## config.mk

```make
export PLATFORM = sky130hd
export DESIGN_NAME = fpmul_sched_flat
export DESIGN_NICKNAME = d
export VERILOG_FILES = /design/src/rtl/fpmul_sched_pkg.sv /design/src/rtl/fpmul_sched_if.sv /design/src/rtl/fpmul_rr_arb.sv /design/src/rtl/fpmul_sched.sv /design/src/flat_wrapper.sv
export SDC_FILE = /design/constraint.sdc
export NUM_CORES = 1
export LEC_CHECK = 0
export ABC_AREA = 1
export CORE_AREA = 2 2 163 165
export DETAILED_ROUTE_END_ITERATION = 16
export DIE_AREA = 0 0 165 167
export GPL_ROUTABILITY_DRIVEN = 0
export PLACE_DENSITY = 0.66
export REMOVE_ABC_BUFFERS = 1
export SLEW_MARGIN = 20
export SYNTH_ARGS = -nofsm -noshare
export SYNTH_HDL_FRONTEND = slang
export SYNTH_HIERARCHICAL = 1
export SYNTH_SLANG_ARGS = --single-unit
```

## constraint.sdc

```tcl
create_clock -name Clk -period 2.5 [get_ports Clk]
set_input_delay 0.25 -clock Clk [delete_from_list [all_inputs] [get_ports Clk]]
set_output_delay 0.25 -clock Clk [all_outputs]
set_load 0.02 [all_outputs]
```

## src/rtl/fpmul_sched_pkg.sv

```systemverilog
// Shared types and constants for the FPMUL round-robin scheduler.
package fpmul_sched_pkg;

   typedef enum logic [1:0] {IDLE, ISSUE, WAIT, RESP} state_e;

   localparam logic [31:0] QNAN = 32'h7FC0_0000;

   localparam int FLAGS_W   = 6;
   localparam int FLAG_UF   = 0;
   localparam int FLAG_OF   = 1;
   localparam int FLAG_NANF = 2;
   localparam int FLAG_INFF = 3;
   localparam int FLAG_DNF  = 4;
   localparam int FLAG_ZF   = 5;

   // Never returns less than 1 so a degenerate range still gets a real vector.
   function automatic int clog2(input int v);
      int r;
      r = 0;
      while ((1 << r) < v) r++;
      return (r < 1) ? 1 : r;
   endfunction

endpackage

```

## src/rtl/fpmul_sched_if.sv

```systemverilog
// Requester-side and FPMUL-side signals of the scheduler, bundled for port use.
interface fpmul_sched_if #(
   parameter int N_REQ = 4
) ();
   import fpmul_sched_pkg::*;

   logic [N_REQ-1:0]    Req;
   logic [32*N_REQ-1:0] A_in;
   logic [32*N_REQ-1:0] B_in;
   logic [N_REQ-1:0]    Gnt;
   logic [N_REQ-1:0]    Rsp_Vld;
   logic [31:0]         Rsp_P;
   logic [FLAGS_W-1:0]  Rsp_Flags;
   logic                Rsp_Err;
   logic                Busy;
   logic                Mul_Start;
   logic [31:0]         Mul_A;
   logic [31:0]         Mul_B;
   logic                Mul_Rst;
   logic                Mul_Done;
   logic [31:0]         Mul_P;
   logic [FLAGS_W-1:0]  Mul_Flags;

   // master: the scheduler; slave: requesters plus the FPMUL instance
   modport master (
      input  Req, A_in, B_in, Mul_Done, Mul_P, Mul_Flags,
      output Gnt, Rsp_Vld, Rsp_P, Rsp_Flags, Rsp_Err, Busy,
             Mul_Start, Mul_A, Mul_B, Mul_Rst
   );

   modport slave (
      output Req, A_in, B_in, Mul_Done, Mul_P, Mul_Flags,
      input  Gnt, Rsp_Vld, Rsp_P, Rsp_Flags, Rsp_Err, Busy,
             Mul_Start, Mul_A, Mul_B, Mul_Rst
   );

endinterface

```

## src/rtl/fpmul_rr_arb.sv

```systemverilog
// Combinational round-robin picker: first request at or above the pointer, else lowest overall.
module fpmul_rr_arb
   import fpmul_sched_pkg::*;
#(
   parameter int N_REQ = 4,
   parameter int PW    = clog2(N_REQ)
) (
   input  logic [N_REQ-1:0] req_i,
   input  logic [PW-1:0]    ptr_i,
   output logic [N_REQ-1:0] gnt_o,
   output logic             vld_o
);

   logic [N_REQ-1:0] hi;
   logic [N_REQ-1:0] pick;
   logic             found;

   always_comb begin
      hi = '0;
      for (int j = 0; j < N_REQ; j++) begin
         hi[j] = req_i[j] && (j >= int'(ptr_i));
      end
      // Nothing at or above the pointer means the search wraps to index 0.
      pick  = (|hi) ? hi : req_i;
      gnt_o = '0;
      found = 1'b0;
      for (int j = 0; j < N_REQ; j++) begin
         if (pick[j] && !found) begin
            gnt_o[j] = 1'b1;
            found    = 1'b1;
         end
      end
      vld_o = |req_i;
   end

endmodule

```

## src/rtl/fpmul_sched.sv

```systemverilog
// Shares one FPMUL among N_REQ requesters: grant, issue, wait (with watchdog), respond.
module fpmul_sched
   import fpmul_sched_pkg::*;
#(
   parameter int N_REQ   = 4,
   parameter int TIMEOUT = 255
) (
   input  logic          Clk,
   input  logic          Rst,
   fpmul_sched_if.master bus
);

   localparam int PW = clog2(N_REQ);
   localparam int CW = clog2(TIMEOUT + 1);

   state_e             state_q, state_d;
   logic [PW-1:0]      ptr_q, ptr_d;
   logic [PW-1:0]      win_q, win_d;
   logic [CW-1:0]      cnt_q, cnt_d;
   logic [N_REQ-1:0]   gnt_q, gnt_d;
   logic [N_REQ-1:0]   rsp_vld_q, rsp_vld_d;
   logic               start_q, start_d;
   logic               mul_rst_q, mul_rst_d;
   logic [31:0]        mul_a_q, mul_a_d;
   logic [31:0]        mul_b_q, mul_b_d;
   logic [31:0]        rsp_p_q, rsp_p_d;
   logic [FLAGS_W-1:0] rsp_flags_q, rsp_flags_d;
   logic               rsp_err_q, rsp_err_d;

   logic [N_REQ-1:0]   arb_oh;
   logic               arb_vld;
   logic [PW-1:0]      arb_idx;
   logic [31:0]        a_sel, b_sel;
   logic [CW-1:0]      cnt_inc;

   fpmul_rr_arb #(.N_REQ(N_REQ), .PW(PW)) u_arb (
      .req_i (bus.Req),
      .ptr_i (ptr_q),
      .gnt_o (arb_oh),
      .vld_o (arb_vld)
   );

   always_comb begin
      arb_idx = '0;
      a_sel   = '0;
      b_sel   = '0;
      for (int i = 0; i < N_REQ; i++) begin
         if (arb_oh[i]) begin
            arb_idx = PW'(i);
            a_sel   = bus.A_in[i*32 +: 32];
            b_sel   = bus.B_in[i*32 +: 32];
         end
      end
   end

   assign cnt_inc = cnt_q + CW'(1);

   always_comb begin
      state_d     = state_q;
      ptr_d       = ptr_q;
      win_d       = win_q;
      cnt_d       = cnt_q;
      gnt_d       = '0;
      rsp_vld_d   = '0;
      start_d     = 1'b0;
      mul_rst_d   = 1'b1;
      mul_a_d     = mul_a_q;
      mul_b_d     = mul_b_q;
      rsp_p_d     = rsp_p_q;
      rsp_flags_d = rsp_flags_q;
      rsp_err_d   = rsp_err_q;
      unique case (state_q)
         IDLE: begin
            if (arb_vld) begin
               gnt_d   = arb_oh;
               mul_a_d = a_sel;
               mul_b_d = b_sel;
               win_d   = arb_idx;
               state_d = ISSUE;
            end
         end
         ISSUE: begin
            // Mul_Done is deliberately not looked at here: a stale level from the last op is masked.
            start_d = 1'b1;
            cnt_d   = '0;
            state_d = WAIT;
         end
         WAIT: begin
            cnt_d = cnt_inc;
            if (bus.Mul_Done) begin
               rsp_p_d     = bus.Mul_P;
               rsp_flags_d = bus.Mul_Flags;
               rsp_err_d   = 1'b0;
               rsp_vld_d   = N_REQ'(1) << win_q;
               state_d     = RESP;
            end else if (cnt_inc == CW'(TIMEOUT)) begin
               mul_rst_d   = 1'b0;
               rsp_p_d     = QNAN;
               rsp_flags_d = '0;
               rsp_err_d   = 1'b1;
               rsp_vld_d   = N_REQ'(1) << win_q;
               state_d     = RESP;
            end
         end
         RESP: begin
            ptr_d   = (win_q == PW'(N_REQ - 1)) ? '0 : win_q + PW'(1);
            state_d = IDLE;
         end
         default: state_d = IDLE;
      endcase
   end

   always_ff @(posedge Clk) begin
      if (!Rst) begin
         state_q     <= IDLE;
         ptr_q       <= '0;
         win_q       <= '0;
         cnt_q       <= '0;
         gnt_q       <= '0;
         rsp_vld_q   <= '0;
         start_q     <= 1'b0;
         mul_rst_q   <= 1'b0;
         mul_a_q     <= '0;
         mul_b_q     <= '0;
         rsp_p_q     <= '0;
         rsp_flags_q <= '0;
         rsp_err_q   <= 1'b0;
      end else begin
         state_q     <= state_d;
         ptr_q       <= ptr_d;
         win_q       <= win_d;
         cnt_q       <= cnt_d;
         gnt_q       <= gnt_d;
         rsp_vld_q   <= rsp_vld_d;
         start_q     <= start_d;
         mul_rst_q   <= mul_rst_d;
         mul_a_q     <= mul_a_d;
         mul_b_q     <= mul_b_d;
         rsp_p_q     <= rsp_p_d;
         rsp_flags_q <= rsp_flags_d;
         rsp_err_q   <= rsp_err_d;
      end
   end

   assign bus.Gnt       = gnt_q;
   assign bus.Rsp_Vld   = rsp_vld_q;
   assign bus.Rsp_P     = rsp_p_q;
   assign bus.Rsp_Flags = rsp_flags_q;
   assign bus.Rsp_Err   = rsp_err_q;
   assign bus.Busy      = (state_q != IDLE);
   assign bus.Mul_Start = start_q;
   assign bus.Mul_A     = mul_a_q;
   assign bus.Mul_B     = mul_b_q;
   assign bus.Mul_Rst   = mul_rst_q;

endmodule

```

## src/flat_wrapper.sv

```systemverilog
// flat-port wrapper written by rule: the top's interface ports become plain ports
module fpmul_sched_flat import fpmul_sched_pkg::*;
#(
   parameter int N_REQ   = 4,
   parameter int TIMEOUT = 255
)
  (Clk, Rst, bus_Req, bus_A_in, bus_B_in, bus_Mul_Done, bus_Mul_P, bus_Mul_Flags, bus_Gnt, bus_Rsp_Vld, bus_Rsp_P, bus_Rsp_Flags, bus_Rsp_Err, bus_Busy, bus_Mul_Start, bus_Mul_A, bus_Mul_B, bus_Mul_Rst);
  fpmul_sched_if #(.N_REQ(N_REQ)) bus_i ();
  input  logic Clk;
  input  logic Rst;
  input wire logic [$bits(bus_i.Req)-1:0] bus_Req;
  input wire logic [$bits(bus_i.A_in)-1:0] bus_A_in;
  input wire logic [$bits(bus_i.B_in)-1:0] bus_B_in;
  input wire logic [$bits(bus_i.Mul_Done)-1:0] bus_Mul_Done;
  input wire logic [$bits(bus_i.Mul_P)-1:0] bus_Mul_P;
  input wire logic [$bits(bus_i.Mul_Flags)-1:0] bus_Mul_Flags;
  output wire logic [$bits(bus_i.Gnt)-1:0] bus_Gnt;
  output wire logic [$bits(bus_i.Rsp_Vld)-1:0] bus_Rsp_Vld;
  output wire logic [$bits(bus_i.Rsp_P)-1:0] bus_Rsp_P;
  output wire logic [$bits(bus_i.Rsp_Flags)-1:0] bus_Rsp_Flags;
  output wire logic [$bits(bus_i.Rsp_Err)-1:0] bus_Rsp_Err;
  output wire logic [$bits(bus_i.Busy)-1:0] bus_Busy;
  output wire logic [$bits(bus_i.Mul_Start)-1:0] bus_Mul_Start;
  output wire logic [$bits(bus_i.Mul_A)-1:0] bus_Mul_A;
  output wire logic [$bits(bus_i.Mul_B)-1:0] bus_Mul_B;
  output wire logic [$bits(bus_i.Mul_Rst)-1:0] bus_Mul_Rst;
  assign bus_i.Req = bus_Req;
  assign bus_i.A_in = bus_A_in;
  assign bus_i.B_in = bus_B_in;
  assign bus_i.Mul_Done = bus_Mul_Done;
  assign bus_i.Mul_P = bus_Mul_P;
  assign bus_i.Mul_Flags = bus_Mul_Flags;
  assign bus_Gnt = bus_i.Gnt;
  assign bus_Rsp_Vld = bus_i.Rsp_Vld;
  assign bus_Rsp_P = bus_i.Rsp_P;
  assign bus_Rsp_Flags = bus_i.Rsp_Flags;
  assign bus_Rsp_Err = bus_i.Rsp_Err;
  assign bus_Busy = bus_i.Busy;
  assign bus_Mul_Start = bus_i.Mul_Start;
  assign bus_Mul_A = bus_i.Mul_A;
  assign bus_Mul_B = bus_i.Mul_B;
  assign bus_Mul_Rst = bus_i.Mul_Rst;
  fpmul_sched #(.N_REQ(N_REQ), .TIMEOUT(TIMEOUT)) u_core (.Clk(Clk), .Rst(Rst), .bus(bus_i));
endmodule
```

; ---- Yosys cells after proc, flatten, opt, wreduce, memory -nomap -nowiden
; Cells that the tools add are included.
[totals]
ff_bits = 127
in_bits = 301
wordCells = 82
[op_classes]
addsub = 2
order_cmp = 3
n_eq_ne = 7
shifts = 1
mux = 36
n_reduce_logical = 20
[op_table]
columns = op, count
row1 = $mux W32, 10
row2 = $pmux W8 S2, 1
row3 = $mux W1, 13
row4 = $mux W2, 6
row5 = $mux W6, 2
row6 = $add A8 B1 Y8 const B, 1
row7 = $eq A8 B8 Y1 const B, 1
row8 = $mux W4, 2
row9 = $pmux W2 S4, 1
row10 = $reduce_and A2 Y1, 4
row11 = $reduce_or A4 Y1, 2
row12 = $eq A2 B2 Y1 const B, 3
row13 = $logic_and A1 B1 Y1, 6
row14 = $reduce_bool A2 Y1, 3
row15 = $ge A1 B2 Y1 const A, 2
row16 = $shl A1 B2 Y4 const A, 1
row17 = $logic_not A1 Y1, 3
row18 = $mux W3, 1
row19 = $ne A3 B2 Y1 const B, 1
row20 = $reduce_and A3 Y1, 1
row21 = $add A2 B1 Y2 const B, 1
row22 = $eq A2 B1 Y1 const B, 1
row23 = $ge A2 B2 Y1 const A, 1
row24 = $logic_not A2 Y1, 1
row25 = $ne A2 B1 Y1 const B, 1

; ---- Logic depth before layout (Yosys ltp)
; Gate-level depths: netlist of run 1.
[depth]
ltp_word = 15
depth_mapped = 14
ltp_nobuf = 12

; ---- Modules after synthesis
; Netlist of run 1, hierarchy kept.
[by_module_without_submodules]
columns = mod, instances, cells_per_inst, area_per_inst_um2, seq_area_each_um2
row1 = fpmul_sched, 1, 979, 6630.1, 2542.4
row2 = fpmul_rr_arb, 1, 25, 115.1, 0.0

; ---- Worst setup path before layout of run 1
; OpenSTA, ideal clock, no wires.
[synth_timing]
kind = register to register
startpoint = register u_core.ptr_q[1]
endpoint = register u_core.mul_a_q[0] (netlist: u_core/bus.Mul_A[0])
setup_ns = 0.074
arrival_ns = 1.806
required_ns = 2.426
path_slack_ns = 0.620
path_stages_with_launch = 13
n_path_buf = 2
path_cell_list = dfxtp_1 -> nand2_1 -> nand2_1 -> nand3_1 -> nand2_2 -> inv_1 -> nand2_1 -> nor2_1 -> nor2_1 -> clkbuf_1 -> buf_1 -> nand4_1 -> a31oi_1
[synth_via]
elab_chain_len = 15
[synth_rtl]
columns = item, line
row1 = "start, declared", fpmul_sched.sv:17  ; logic [PW-1:0] ptr_q, ptr_d;
row2 = "start signal, assigned", fpmul_sched.sv:130  ; ptr_q <= ptr_d;
row3 = $ge A1 B2 Y1 or $ge A2 B2 Y1 (tied branches), fpmul_rr_arb.sv:21  ; hi[j] = req_i[j] && (j >= int'(ptr_i));
row4 = $logic_and A1 B1 Y1, fpmul_rr_arb.sv:21
row5 = $reduce_or A4 Y1, fpmul_rr_arb.sv:24  ; pick = (|hi) ? hi : req_i;
row6 = $mux W3 *, fpmul_rr_arb.sv:24
row7 = $mux W1 *, fpmul_rr_arb.sv:28  ; if (pick[j] && !found) begin
row8 = via u_core.arb_oh[0], fpmul_sched.sv:30  ; logic [N_REQ-1:0] arb_oh;
row9 = $logic_not A1 Y1, fpmul_rr_arb.sv:28
row10 = $logic_and A1 B1 Y1, fpmul_rr_arb.sv:28
row11 = $mux W1 *, fpmul_rr_arb.sv:28
row12 = $logic_not A1 Y1, fpmul_rr_arb.sv:28
row13 = $logic_and A1 B1 Y1, fpmul_rr_arb.sv:28
row14 = $mux W1 *, fpmul_rr_arb.sv:28
row15 = $logic_not A1 Y1 *, fpmul_rr_arb.sv:28
row16 = $logic_and A1 B1 Y1 *, fpmul_rr_arb.sv:28
row17 = $mux W1 *, fpmul_rr_arb.sv:28
row18 = via u_core.arb_oh[3], fpmul_sched.sv:30
row19 = $mux W32 *, fpmul_sched.sv:48  ; if (arb_oh[i]) begin
row20 = "end signal, assigned", fpmul_sched.sv:137  ; mul_a_q <= mul_a_d;
row21 = "end, declared", fpmul_sched.sv:24  ; logic [31:0] mul_a_q, mul_a_d;
; The timed path passes the listed nets; every way through them passes the cells marked *.
; A chain may end at the register's enable or synchronous reset.

; ---- Final worst setup path of run 1
[layout_timing]
startpoint = register u_core.ptr_q[1]
endpoint = register u_core.mul_b_q[10] (netlist: u_core/bus.Mul_B[10])
[layout_lines]
columns = item, line
row1 = $ge A1 B2 Y1 or $ge A2 B2 Y1 (tied branches), fpmul_rr_arb.sv:21
row2 = $logic_and A1 B1 Y1, fpmul_rr_arb.sv:21
row3 = $reduce_or A4 Y1, fpmul_rr_arb.sv:24
row4 = $mux W3 *, fpmul_rr_arb.sv:24
row5 = $mux W1, fpmul_rr_arb.sv:28
row6 = $logic_not A1 Y1, fpmul_rr_arb.sv:28
row7 = $logic_and A1 B1 Y1, fpmul_rr_arb.sv:28
row8 = $mux W1, fpmul_rr_arb.sv:28
row9 = $logic_not A1 Y1, fpmul_rr_arb.sv:28
row10 = $logic_and A1 B1 Y1 *, fpmul_rr_arb.sv:28
row11 = $mux W1 *, fpmul_rr_arb.sv:28
row12 = via u_core.arb_oh[2], fpmul_sched.sv:30
row13 = $mux W32 * (2 in series), fpmul_sched.sv:48
row14 = "end signal, assigned", fpmul_sched.sv:138  ; mul_b_q <= mul_b_d;
row15 = "end, declared", fpmul_sched.sv:25  ; logic [31:0] mul_b_q, mul_b_d;
; Marked as above.

==> flow_summary_export.csv, run 1 <==
group,metric,value,unit
outcome,status,"finished clean",
synth,synth_top_area_share,37.7,%
floorplanning,core_area,25800,sq um
clock_network,clkSinkCount,127,
grt,grtUsageTotal,22.0,%
route,drc_errors,0,
clock_network,cts_inserted_buffers,17,
route,avgViaCountPerCell,5.06,
setup_path,critPathKind,"reg2reg",
synth,synthesis.area_per_instance,6.72,sq um
grt,grt_pass1_vias,8503,
clock_network,cts_root_buf,"clkbuf_16",
setup_path,start_kind,"register",
finish,area_delta_synth_final,76.9,%
sta,finClkSkew,0.00828,ns
finish,mostFrequentLayoutCells,"clkdlybuf4s50_1 (413), nand2_1 (288), dfxtp_1 (127), a21oi_1 (106), o21ai_0 (79)",
finish,final.fill_count,2563,
synth,syn-instance-count,1004,
sta,slew_viol_final,0,
sta,setup_viol,0,
sta,period_needed,2.09,ns
finish,layout-drive-gt1-share,7.49,%
setup_path,slowest_stage,"dfxtp_1",
synth,yosysWarnings,6,
setup_path,crit_required,2.82,ns
sta,fin_crit_sh,83.5,%
clock_network,cts_resized,0,
synth,yosysUniqueCellTypes,26,
sta,timing.fmax,479,MHz
setup_path,cp_num_buf_inv,1,
setup_path,worstPathArrival,2.41,ns
route,dr_total_vias,8726,
finish,nNetsFinal,1686,
floorplanning,dieArea,27600,sq um
setup_path,r2r_slack,0.41,ns
power_and_ir_drop,p_leak,4.54,nW
finish,seq_area,2540,sq um
sta,slew-limit-headroom,58.5,%
synth,yosys-top-cells-area,"dfxtp_1 (38%), nand2_1 (16%), a21oi_1 (7.9%)",
setup_path,cpMostUsedCell,"nand2_1",
finish,layout_commonest_cell,"clkdlybuf4s50_1",
finish,antenna_cells,0,
synth,synth_seq_cells,127,
synth,seq_area_frac_synth,37.7,%
floorplanning,start_util,26.2,%
finish,fin_util,46.3,%
sta,grt_setup_unrepaired,"no",
grt,grt_pass1_wl,47000,um
power_and_ir_drop,ir_worst_vdd,484,uV
synth,synth_area,6750,sq um
floorplanning,die_width,165,um
route,firstDrtPassIters,5,
grt,antenna_found_initial,0,
grt,grt_remaining_overflow,0,
route,ant_nets,0,
floorplanning,rows,59,
clock_network,cts_max_level,4,
setup_path,cp_slowest_stage_delay,0.39,ns
place,port_buffers,414,
clock_network,cts_tree,"done",
sta,holdWs,0.397,ns
setup_path,endpoint_kind,"register",
grt,grt_start_max_net_pins,83,
place,post-dp-hpwl,22700,um
route,drt_iter0_drc,640,
run,maxCapViolCount,0,
setup_path,path_cells,"nand2_1 -> nand2_1 -> nand2_2 -> nor2_2 -> o21ai_0 -> nor2_4 -> buf_12 -> nand2_1 -> nand2_1 -> nand2_1 -> a31oi_1",
route,wire_per_inst,18.2,um
floorplanning,die_h,167,um
clock_network,clockBufferDepth,2,
floorplanning,ioPinCount,415,
sta,worstMarginPinSlew,0.621,ns
power_and_ir_drop,powerDensity,891,nW/um^2
finish,multiInputGateArea,3730,sq um
clock_network,post_cts_buffers,0,
sta,hold_viol,0,
clock_network,hold_buffers,0,
setup_path,crit_fanout,61,
worst_hold_path,hp-class,"in2reg",
synth,yosys.area.top_type,"dfxtp_1",
route,routed_wirelength,31400,um
clock_network,clk_latency,0.41,ns
sta,tns,0,ns
clock_network,clk_pin_slew,0.06,ns
setup_path,path_delay_family,"simple AND/OR/NAND/NOR gates",
final timing paths:
kind,from,to,depth (start not counted)
worst min-delay path,Rst,u_core/bus.Mul_B[29],4
worst max register to register,u_core/ptr_q[1],u_core/bus.Mul_B[10],11
worst min register to register,u_core/bus.Rsp_P[22],u_core/bus.Rsp_P[22],2
worst max-delay path,u_core/ptr_q[1],u_core/bus.Mul_B[10],11
logic make-up after synthesis:
family,after synthesis,synth area share (%)
simple gates,475,31.4
flops,127,37.7
compound gates,263,21.6
buf+inv,129,7.51
fa+ha+maj,10,1.85
tightest hold or removal path: cells and delay by family:
kind / cells / cell delay [ns]
AOI/OAI and AO/OA: 2 / 0.15
buffers and inverters: 2 / 0.35
power by group:
| group | total [mW] | switching (mW) | internal [mW] |
|---|---|---|---|
| Sequential | 2.92 | 0.315 | 2.61 |
| Combinational | 5.09 | 2.92 | 2.17 |
| Clock | 2.62 | 1.04 | 1.59 |
routing by layer:
metal / part of all wire, % / GRT usage, % / up-vias
met5: 0 / 0 / -
met2: 49 / 37.5 / 421
met3: 8.1 / 5.65 / 60
met4: 3.1 / 8.81 / 0
li1: - / - / 4207
met1: 40 / 26.0 / 4038
sequential cells by signal (all words and copies together), names as in the netlist:
| signal | flops |
|---|---|
| u_core/bus.Rsp_Err | 1 |
| u_core/bus.Gnt | 4 |
| u_core/bus.Mul_Start | 1 |
| u_core/win_q | 2 |
| u_core/bus.Mul_B | 32 |
| u_core/bus.Rsp_P | 32 |
| u_core/state_q | 2 |
| u_core/cnt_q | 8 |
| u_core/bus.Mul_A | 32 |
| u_core/bus.Rsp_Flags | 6 |
| u_core/ptr_q | 2 |
| u_core/bus.Rsp_Vld | 4 |
| u_core/bus.Mul_Rst | 1 |
metrics by stage:
| stage | setup slack [ns] | area (sq um) | power, mW | cells |
|---|---|---|---|---|
| 6_report | 0.413 | 11900 | 10.6 | 1723 |
| 5_1_grt | 0.188 | 11900 | 11.2 | 1723 |
| 4_1_cts | 0.422 | 11900 | 10.7 | 1723 |
| 3_5_place_dp | 0.172 | 11300 | 8.03 | 1691 |
| 3_3_place_gp | 0.210 | 11300 | 7.98 | 1691 |
| 2_1_floorplan | -3.07 | 6380 | 5.38 | 914 |
synth_stat cells:
| library cell | number |
|---|---|
| nand4_1 | 66 |
| clkbuf_1 | 68 |
| a31oi_1 | 64 |
| ha_1 | 10 |
| a2bb2oi_1 | 1 |
| nand2_1 | 289 |
| clkinv_1 | 1 |
| o21bai_2 | 2 |
| buf_8 | 1 |
| buf_6 | 1 |
| or4_1 | 1 |
| dfxtp_1 | 127 |
| a21oi_1 | 106 |
| nand3_1 | 75 |
| nor2_1 | 22 |
| o21ai_0 | 79 |
| nand2_2 | 13 |
| buf_2 | 3 |
| nor3_1 | 1 |
| nor2_2 | 3 |
| a21oi_2 | 11 |
| inv_1 | 38 |
| or2_2 | 1 |
| buf_1 | 17 |
| nand2_4 | 2 |
| nand3_2 | 2 |
final cells by class:
cell class / instances / share of cell area (%)
Multi-Input combinational cell: 748 / 31.2
Tap cell: 335 / 3.51
Clock buffer: 17 / 3.56
Sequential cell: 127 / 21.3
Clock inverter: 15 / 1.56
Timing Repair Buffer: 442 / 37.6
Inverter: 39 / 1.23
No activity file was read; power rests on OpenSTA's default activity.
==> inputs of run 2 (changes only) <==
==> constraint.sdc (replaced) <==
create_clock -name Clk -period 2.1 [get_ports Clk]
set_input_delay 0.21 -clock Clk [delete_from_list [all_inputs] [get_ports Clk]]
set_output_delay 0.21 -clock Clk [all_outputs]
set_load 0.02 [all_outputs]
==> run 2 against run 1 <==
Final cell count is 0.81% higher. Global-route usage is 0.31 points lower. Worst hold slack worse by 0.073 ns. Critical path depth is 1 higher. Sequential power is 19% higher. Power is 23% higher. Clock skew is 0.0015 ns lower. Design area is 2.5% higher. Setup slack worse by 0.28 ns. Via count hardly changed. Die area stayed put. Flip-flop and latch count stayed put.
==> flow_summary_export.csv, run 2 (same netlist as run 1, synthesis figures left out) <==
group,metric,value,unit
outcome,status,"finished clean",
floorplanning,start_util,26.2,%
finish,final.fill_count,2522,
clock_network,cts_resized,0,
setup_path,cp_num_buf_inv,2,
finish,nNetsFinal,1700,
floorplanning,rows,59,
route,drt_iter0_drc,568,
route,wire_per_inst,18.5,um
route,firstDrtPassIters,5,
setup_path,path_cells,"nand2_1 -> nand2_2 -> nand2_2 -> nor2_2 -> o21ai_0 -> buf_4 -> nor2_4 -> clkbuf_16 -> nand2_1 -> nand2_1 -> nand2_1 -> a31oi_1",
grt,grt_pass1_wl,46100,um
floorplanning,dieArea,27600,sq um
grt,antenna_found_initial,0,
sta,setup_viol,0,
grt,grt_remaining_overflow,0,
setup_path,cpMostUsedCell,"nand2_1",
place,port_buffers,414,
power_and_ir_drop,power_frac_clock,25.0,%
floorplanning,die_h,167,um
power_and_ir_drop,p_switching,5.12,mW
clock_network,cts_inserted_buffers,17,
finish,mostFrequentLayoutCells,"clkdlybuf4s50_1 (412), nand2_1 (285), dfxtp_1 (124), a21oi_1 (106), o21ai_0 (79)",
power_and_ir_drop,sequentialPowerShare,26.7,%
clock_network,clkSinkCount,127,
clock_network,cts_max_level,4,
run,maxCapViolCount,0,
setup_path,crit_required,2.44,ns
power_and_ir_drop,p_total,13.1,mW
clock_network,clk_latency,0.41,ns
route,routed_wirelength,32100,um
clock_network,hold_buffers,0,
clock_network,clockBufferDepth,2,
power_and_ir_drop,p_comb_share,48.3,%
power_and_ir_drop,intPower,7.93,mW
grt,grt_pass1_vias,8392,
route,dr_total_vias,8732,
setup_path,path_delay_family,"simple AND/OR/NAND/NOR gates",
clock_network,cts_root_buf,"clkbuf_16",
sta,slew_viol_final,0,
sta,period_needed,1.96,ns
power_and_ir_drop,powerDensity,1070,nW/um^2
finish,fin_area,12200,sq um
finish,fin_util,47.5,%
route,avgViaCountPerCell,5.03,
finish,layout_commonest_cell,"clkdlybuf4s50_1",
finish,layout-drive-gt1-share,9.06,%
clock_network,clk_pin_slew,0.06,ns
setup_path,critPathKind,"reg2reg",
sta,fin_crit_sh,93.5,%
setup_path,crit_fanout,26,
power_and_ir_drop,switching_share,39.2,%
clock_network,post_cts_buffers,0,
floorplanning,core_area,25800,sq um
place,place_ws,-0.119,ns
floorplanning,ioPinCount,415,
sta,finClkSkew,0.00677,ns
sta,holdWs,0.324,ns
setup_path,worstPathArrival,2.31,ns
clock_network,cts_tree,"done",
setup_path,endpoint_kind,"register",
sta,fin_ws,0.136,ns
place,detailed_place.area,11500,sq um
worst_hold_path,hp-class,"in2reg",
sta,hold_viol,0,
setup_path,slowest_stage,"dfxtp_4",
grt,grt_start_max_net_pins,58,
route,drc_errors,0,
sta,worstMarginPinSlew,0.635,ns
sta,slew-limit-headroom,57.7,%
setup_path,start_kind,"register",
finish,antenna_cells,0,
grt,grtUsageTotal,21.7,%
power_and_ir_drop,p_leak,4.67,nW
finish,area_delta_synth_final,81.3,%
place,post-dp-hpwl,23200,um
setup_path,cp_slowest_stage_delay,0.37,ns
floorplanning,die_width,165,um
sta,timing.fmax,509,MHz
route,ant_nets,0,
power_and_ir_drop,ir_worst_vdd,542,uV
==> run 2: changes by cell type in the layout (fill, tap and decap cells not counted), sizes merged <==
cell / delta
buf: +12
bufinv: +1
clkbuf: +3
clkdlybuf4s50: -1
clkinv: -5
clkinvlp: +1
dlymetal6s2s: +1
inv: +2
==> run 2: worst paths after layout <==
check,start,endpoint,slack [ns],depth (start not counted)
worst min register to register,u_core/bus.Rsp_P[27],u_core/bus.Rsp_P[27],0.45,2
worst max register to register,u_core/ptr_q[1],u_core/bus.Mul_B[1],0.14,12
worst max-delay path,u_core/ptr_q[1],u_core/bus.Mul_B[1],0.14,12
worst min-delay path,Rst,u_core/bus.Mul_Rst,0.32,4
==> run 2: layer usage <==
layer	up-vias	GRT usage [%]	wire length, um
met2	447	38.5	15900
li1	4236	-	-
met1	3992	25.3	12500
met3	57	5.08	2810
met4	0	7.26	856
met5	-	0	0
==> run 2: stage by stage <==
stage | cells | setup TNS, ns
final | 1737 | 0
after global routing | 1737 | -0.00165
after detailed placement | 1703 | -4.96
after CTS | 1735 | 0
after global placement | 1703 | -1.03
after floorplan | 914 | -238.85
==> run 2: worst min-delay path, cell delays in order <==
cell	delay [ns]
buf_2	0.12
buf_4	0.22
nand2_1	0.10
inv_1	0.03
==> run 2: layout make-up <==
cell class / count / area, sq um / area share [%]
clock buffers: 18 / 439 / 3.59
clock inverters: 14 / 203 / 1.66
inverters: 39 / 149 / 1.22
multi-input cells: 748 / 3750 / 30.7
flip-flops and latches: 127 / 2550 / 20.8
well taps: 335 / 419 / 3.43
repair buffers: 456 / 4720 / 38.6
==> run 2: power groups by stage <==
| stage | clock network (mW) | registers [mW] | logic [mW] |
|---|---|---|---|
| final | 3.26 | 3.48 | 6.31 |
| after global placement | 0 | 3.49 | 6.20 |
| after global routing | 3.46 | 3.56 | 6.74 |
| after detailed placement | 0 | 3.52 | 6.24 |
| after CTS | 3.35 | 3.48 | 6.26 |
| after floorplan | 0 | 4.26 | 2.15 |
==> inputs of run 3 (changes only) <==
--- a/config.mk
+++ b/config.mk
@@ -6,11 +6,13 @@
 export NUM_CORES = 1
 export LEC_CHECK = 0
 export ABC_AREA = 1
-export CORE_AREA = 2 2 163 165
+export CELL_PAD_IN_SITES_DETAIL_PLACEMENT = 0
+export CELL_PAD_IN_SITES_GLOBAL_PLACEMENT = 1
+export CORE_AREA = 2 2 168 170
 export DETAILED_ROUTE_END_ITERATION = 16
-export DIE_AREA = 0 0 165 167
+export DIE_AREA = 0 0 170 172
 export GPL_ROUTABILITY_DRIVEN = 0
-export PLACE_DENSITY = 0.66
+export PLACE_DENSITY = 0.87
 export REMOVE_ABC_BUFFERS = 1
 export SLEW_MARGIN = 20
 export SYNTH_ARGS = -nofsm -noshare
==> run 3 against run 2 <==
Via count is 2.3% higher. Clock-buffer cell count up 3. Highest routed layer unchanged. Largest power group unchanged. Setup slack got worse by 0.030 ns. Power fell by 2.2%.
==> flow_summary_export.csv, run 3 (same netlist as run 1, synthesis figures left out) <==
group,metric,value,unit
worst_hold_path,hold_depth,4,
setup_path,r2r_end,"u_core/bus.Mul_A[5]",
power_and_ir_drop,switching_share,40.6,%
floorplanning,ioPinCount,415,
clock_network,cts_max_level,4,
place,place_ws,-0.255,ns
sta,period_needed,1.99,ns
floorplanning,dieArea,29200,sq um
clock_network,cts_tree,"done",
sta,setup_viol,0,
floorplanning,die_h,172,um
power_and_ir_drop,p_total,12.8,mW
setup_path,critPathKind,"reg2reg",
setup_path,start_kind,"register",
setup_path,ff2ff_path_depth,13,
setup_path,crit_required,2.44,ns
setup_path,worstPathArrival,2.33,ns
setup_path,cp_slowest_stage_delay,0.36,ns
grt,grtUsageTotal,21.1,%
place,port_buffers,414,
route,ant_nets,0,
power_and_ir_drop,sequentialPowerShare,27.2,%
floorplanning,die_width,170,um
clock_network,cts_inserted_buffers,17,
floorplanning,rows,61,
clock_network,clockBufferDepth,2,
grt,grt_pass1_vias,8571,
clock_network,clkSinkCount,127,
place,post-dp-hpwl,23500,um
sta,worstMarginPinSlew,0.547,ns
power_and_ir_drop,power_frac_clock,22.6,%
route,firstDrtPassIters,5,
route,avgViaCountPerCell,5.06,
worst_hold_path,hp-start,"Rst",
finish,mostFrequentLayoutCells,"clkdlybuf4s50_1 (412), nand2_1 (286), dfxtp_1 (125), a21oi_1 (106), o21ai_0 (79)",
clock_network,clk_pin_slew,0.06,ns
setup_path,path_cells,"inv_1 -> a21oi_2 -> nand3_1 -> nand2_1 -> nand2_1 -> nand2_2 -> nor2_4 -> buf_4 -> nor2_4 -> buf_12 -> clkbuf_16 -> nand4_1 -> a31oi_1",
route,dr_total_vias,8933,
setup_path,endpoint_kind,"register",
floorplanning,core_area,27500,sq um
power_and_ir_drop,p_switching,5.18,mW
sta,slew_viol_final,0,
grt,grt_start_max_net_pins,66,
finish,layout-drive-gt1-share,9.65,%
worst_hold_path,min_delay_worst_endpoint,"u_core/bus.Mul_B[2]",
outcome,status,"finished clean",
sta,hold_viol,0,
grt,grt_pass1_wl,47400,um
finish,fin_area,12300,sq um
sta,slew-limit-headroom,63.6,%
setup_path,reg2reg_from,"u_core/ptr_q[1]",
clock_network,clk_latency,0.43,ns
grt,grt_remaining_overflow,0,
sta,timing.fmax,501,MHz
finish,final.fill_count,2751,
power_and_ir_drop,p_leak,4.72,nW
floorplanning,start_util,24.5,%
finish,layout_commonest_cell,"clkdlybuf4s50_1",
power_and_ir_drop,ir_worst_vdd,479,uV
power_and_ir_drop,intPower,7.59,mW
route,routed_wirelength,33500,um
place,detailed_place.area,11600,sq um
grt,antenna_found_initial,0,
route,drc_errors,0,
sta,fin_ws,0.106,ns
sta,tns,0,ns
clock_network,cts_root_buf,"clkbuf_16",
run,maxCapViolCount,0,
setup_path,r2r_slack,0.11,ns
setup_path,crit_fanout,12,
power_and_ir_drop,powerDensity,1040,nW/um^2
sta,finClkSkew,0.0182,ns
route,drt_iter0_drc,623,
finish,nNetsFinal,1717,
sta,fin_crit_sh,95.0,%
route,wire_per_inst,19.0,um
finish,area_delta_synth_final,82.2,%
setup_path,slowest_stage,"dfxtp_2",
power_and_ir_drop,p_comb_share,50.2,%
worst_hold_path,hp-class,"in2reg",
==> run 3: changes by cell type in the layout (fill, tap and decap cells not counted), moves of 2 or more <==
| cell | before | now |
|---|---|---|
| inv_6 | 5 | 2 |
| buf_6 | 0 | 2 |
| clkinvlp_4 | 1 | 3 |
| bufinv_16 | 4 | 1 |
| buf_4 | 22 | 37 |
| clkbuf_1 | 0 | 2 |
| buf_12 | 18 | 16 |
==> run 3: power by group through the flow <==
stage | Combinational, mW | Clock (mW) | Sequential [mW]
after floorplan | 2.15 | 0 | 4.26
after global placement | 6.26 | 0 | 3.50
after detailed placement | 6.29 | 0 | 3.52
after CTS | 6.32 | 2.97 | 3.47
after global routing | 6.87 | 3.06 | 3.55
final | 6.42 | 2.88 | 3.47
==> run 3: worst max-delay path: cells and delay by family, from the launching register on <==
family / cells / cell delay (ns)
AO/OA/AOI/OAI: 2 / 0.33
flip-flops: 1 / 0.36
buffers and inverters: 4 / 0.56
AND/OR/NAND/NOR: 7 / 0.65
==> run 3: layer usage <==
layer / routed length (um) / GRT usage [%] / share of wire (%) / vias to the layer above
li1: - / - / - / 4271
met1: 12800 / 23.4 / 38 / 4155
met2: 16400 / 37.3 / 49 / 445
met3: 3240 / 6.78 / 9.7 / 62
met4: 1020 / 8.88 / 3.0 / 0
met5: 0 / 0 / 0 / -
==> run 3: area by class of cell <==
cell class / instances / area [sq um] / area share (%)
repair buffers: 473 / 4850 / 39.5
inverters: 39 / 146 / 1.19
clock inverters: 11 / 106 / 0.865
diodes: 1 / 2.50 / 0.0204
flip-flops and latches: 127 / 2540 / 20.7
well taps: 346 / 433 / 3.52
clock buffers: 21 / 460 / 3.75
multi-input cells: 748 / 3740 / 30.5
==> run 3: repair_timing <==
| action | in CTS | in global routing |
|---|---|---|
| hold buffers | 0 | 0 |
| hold endpoints to repair | 0 | 0 |
| gates cloned | 0 | 4 |
| endpoints found under the setup margin | 2 | 95 |
| pin swaps | 0 | 9 |
| setup buffers | 0 | 1 |
| gates resized for setup | 1 | 8 |
==> run 3: through the flow <==
| stage | util (%) | hold slack, ns | instances |
|---|---|---|---|
| 6_report | 44.7 | 0.319 | 1766 |
| 5_1_grt | 44.7 | 0.327 | 1765 |
| 4_1_cts | 44.2 | 0.291 | 1760 |
| 3_5_place_dp | 42.2 | 0.439 | 1728 |
| 3_3_place_gp | 42.2 | 0.435 | 1728 |
| 2_1_floorplan | - | 0.303 | 914 |
==> run 3: how the worst max path moves through the flow <==
stage | start | end | slack, ns | depth (start not counted)
final | u_core/ptr_q[1] | u_core/bus.Mul_A[5] | 0.11 | 13
after global routing | u_core/ptr_q[1] | u_core/bus.Mul_A[8] | -0.005 | 13
after CTS | u_core/ptr_q[1] | u_core/bus.Mul_B[27] | 0.04 | 12
after detailed placement | bus_Req[1] | u_core/bus.Mul_B[27] | -0.26 | 12
after global placement | bus_Req[1] | u_core/bus.Mul_B[27] | -0.15 | 12
after floorplan | u_core/ptr_q[1] | u_core/bus.Mul_A[0] | -3.47 | 10
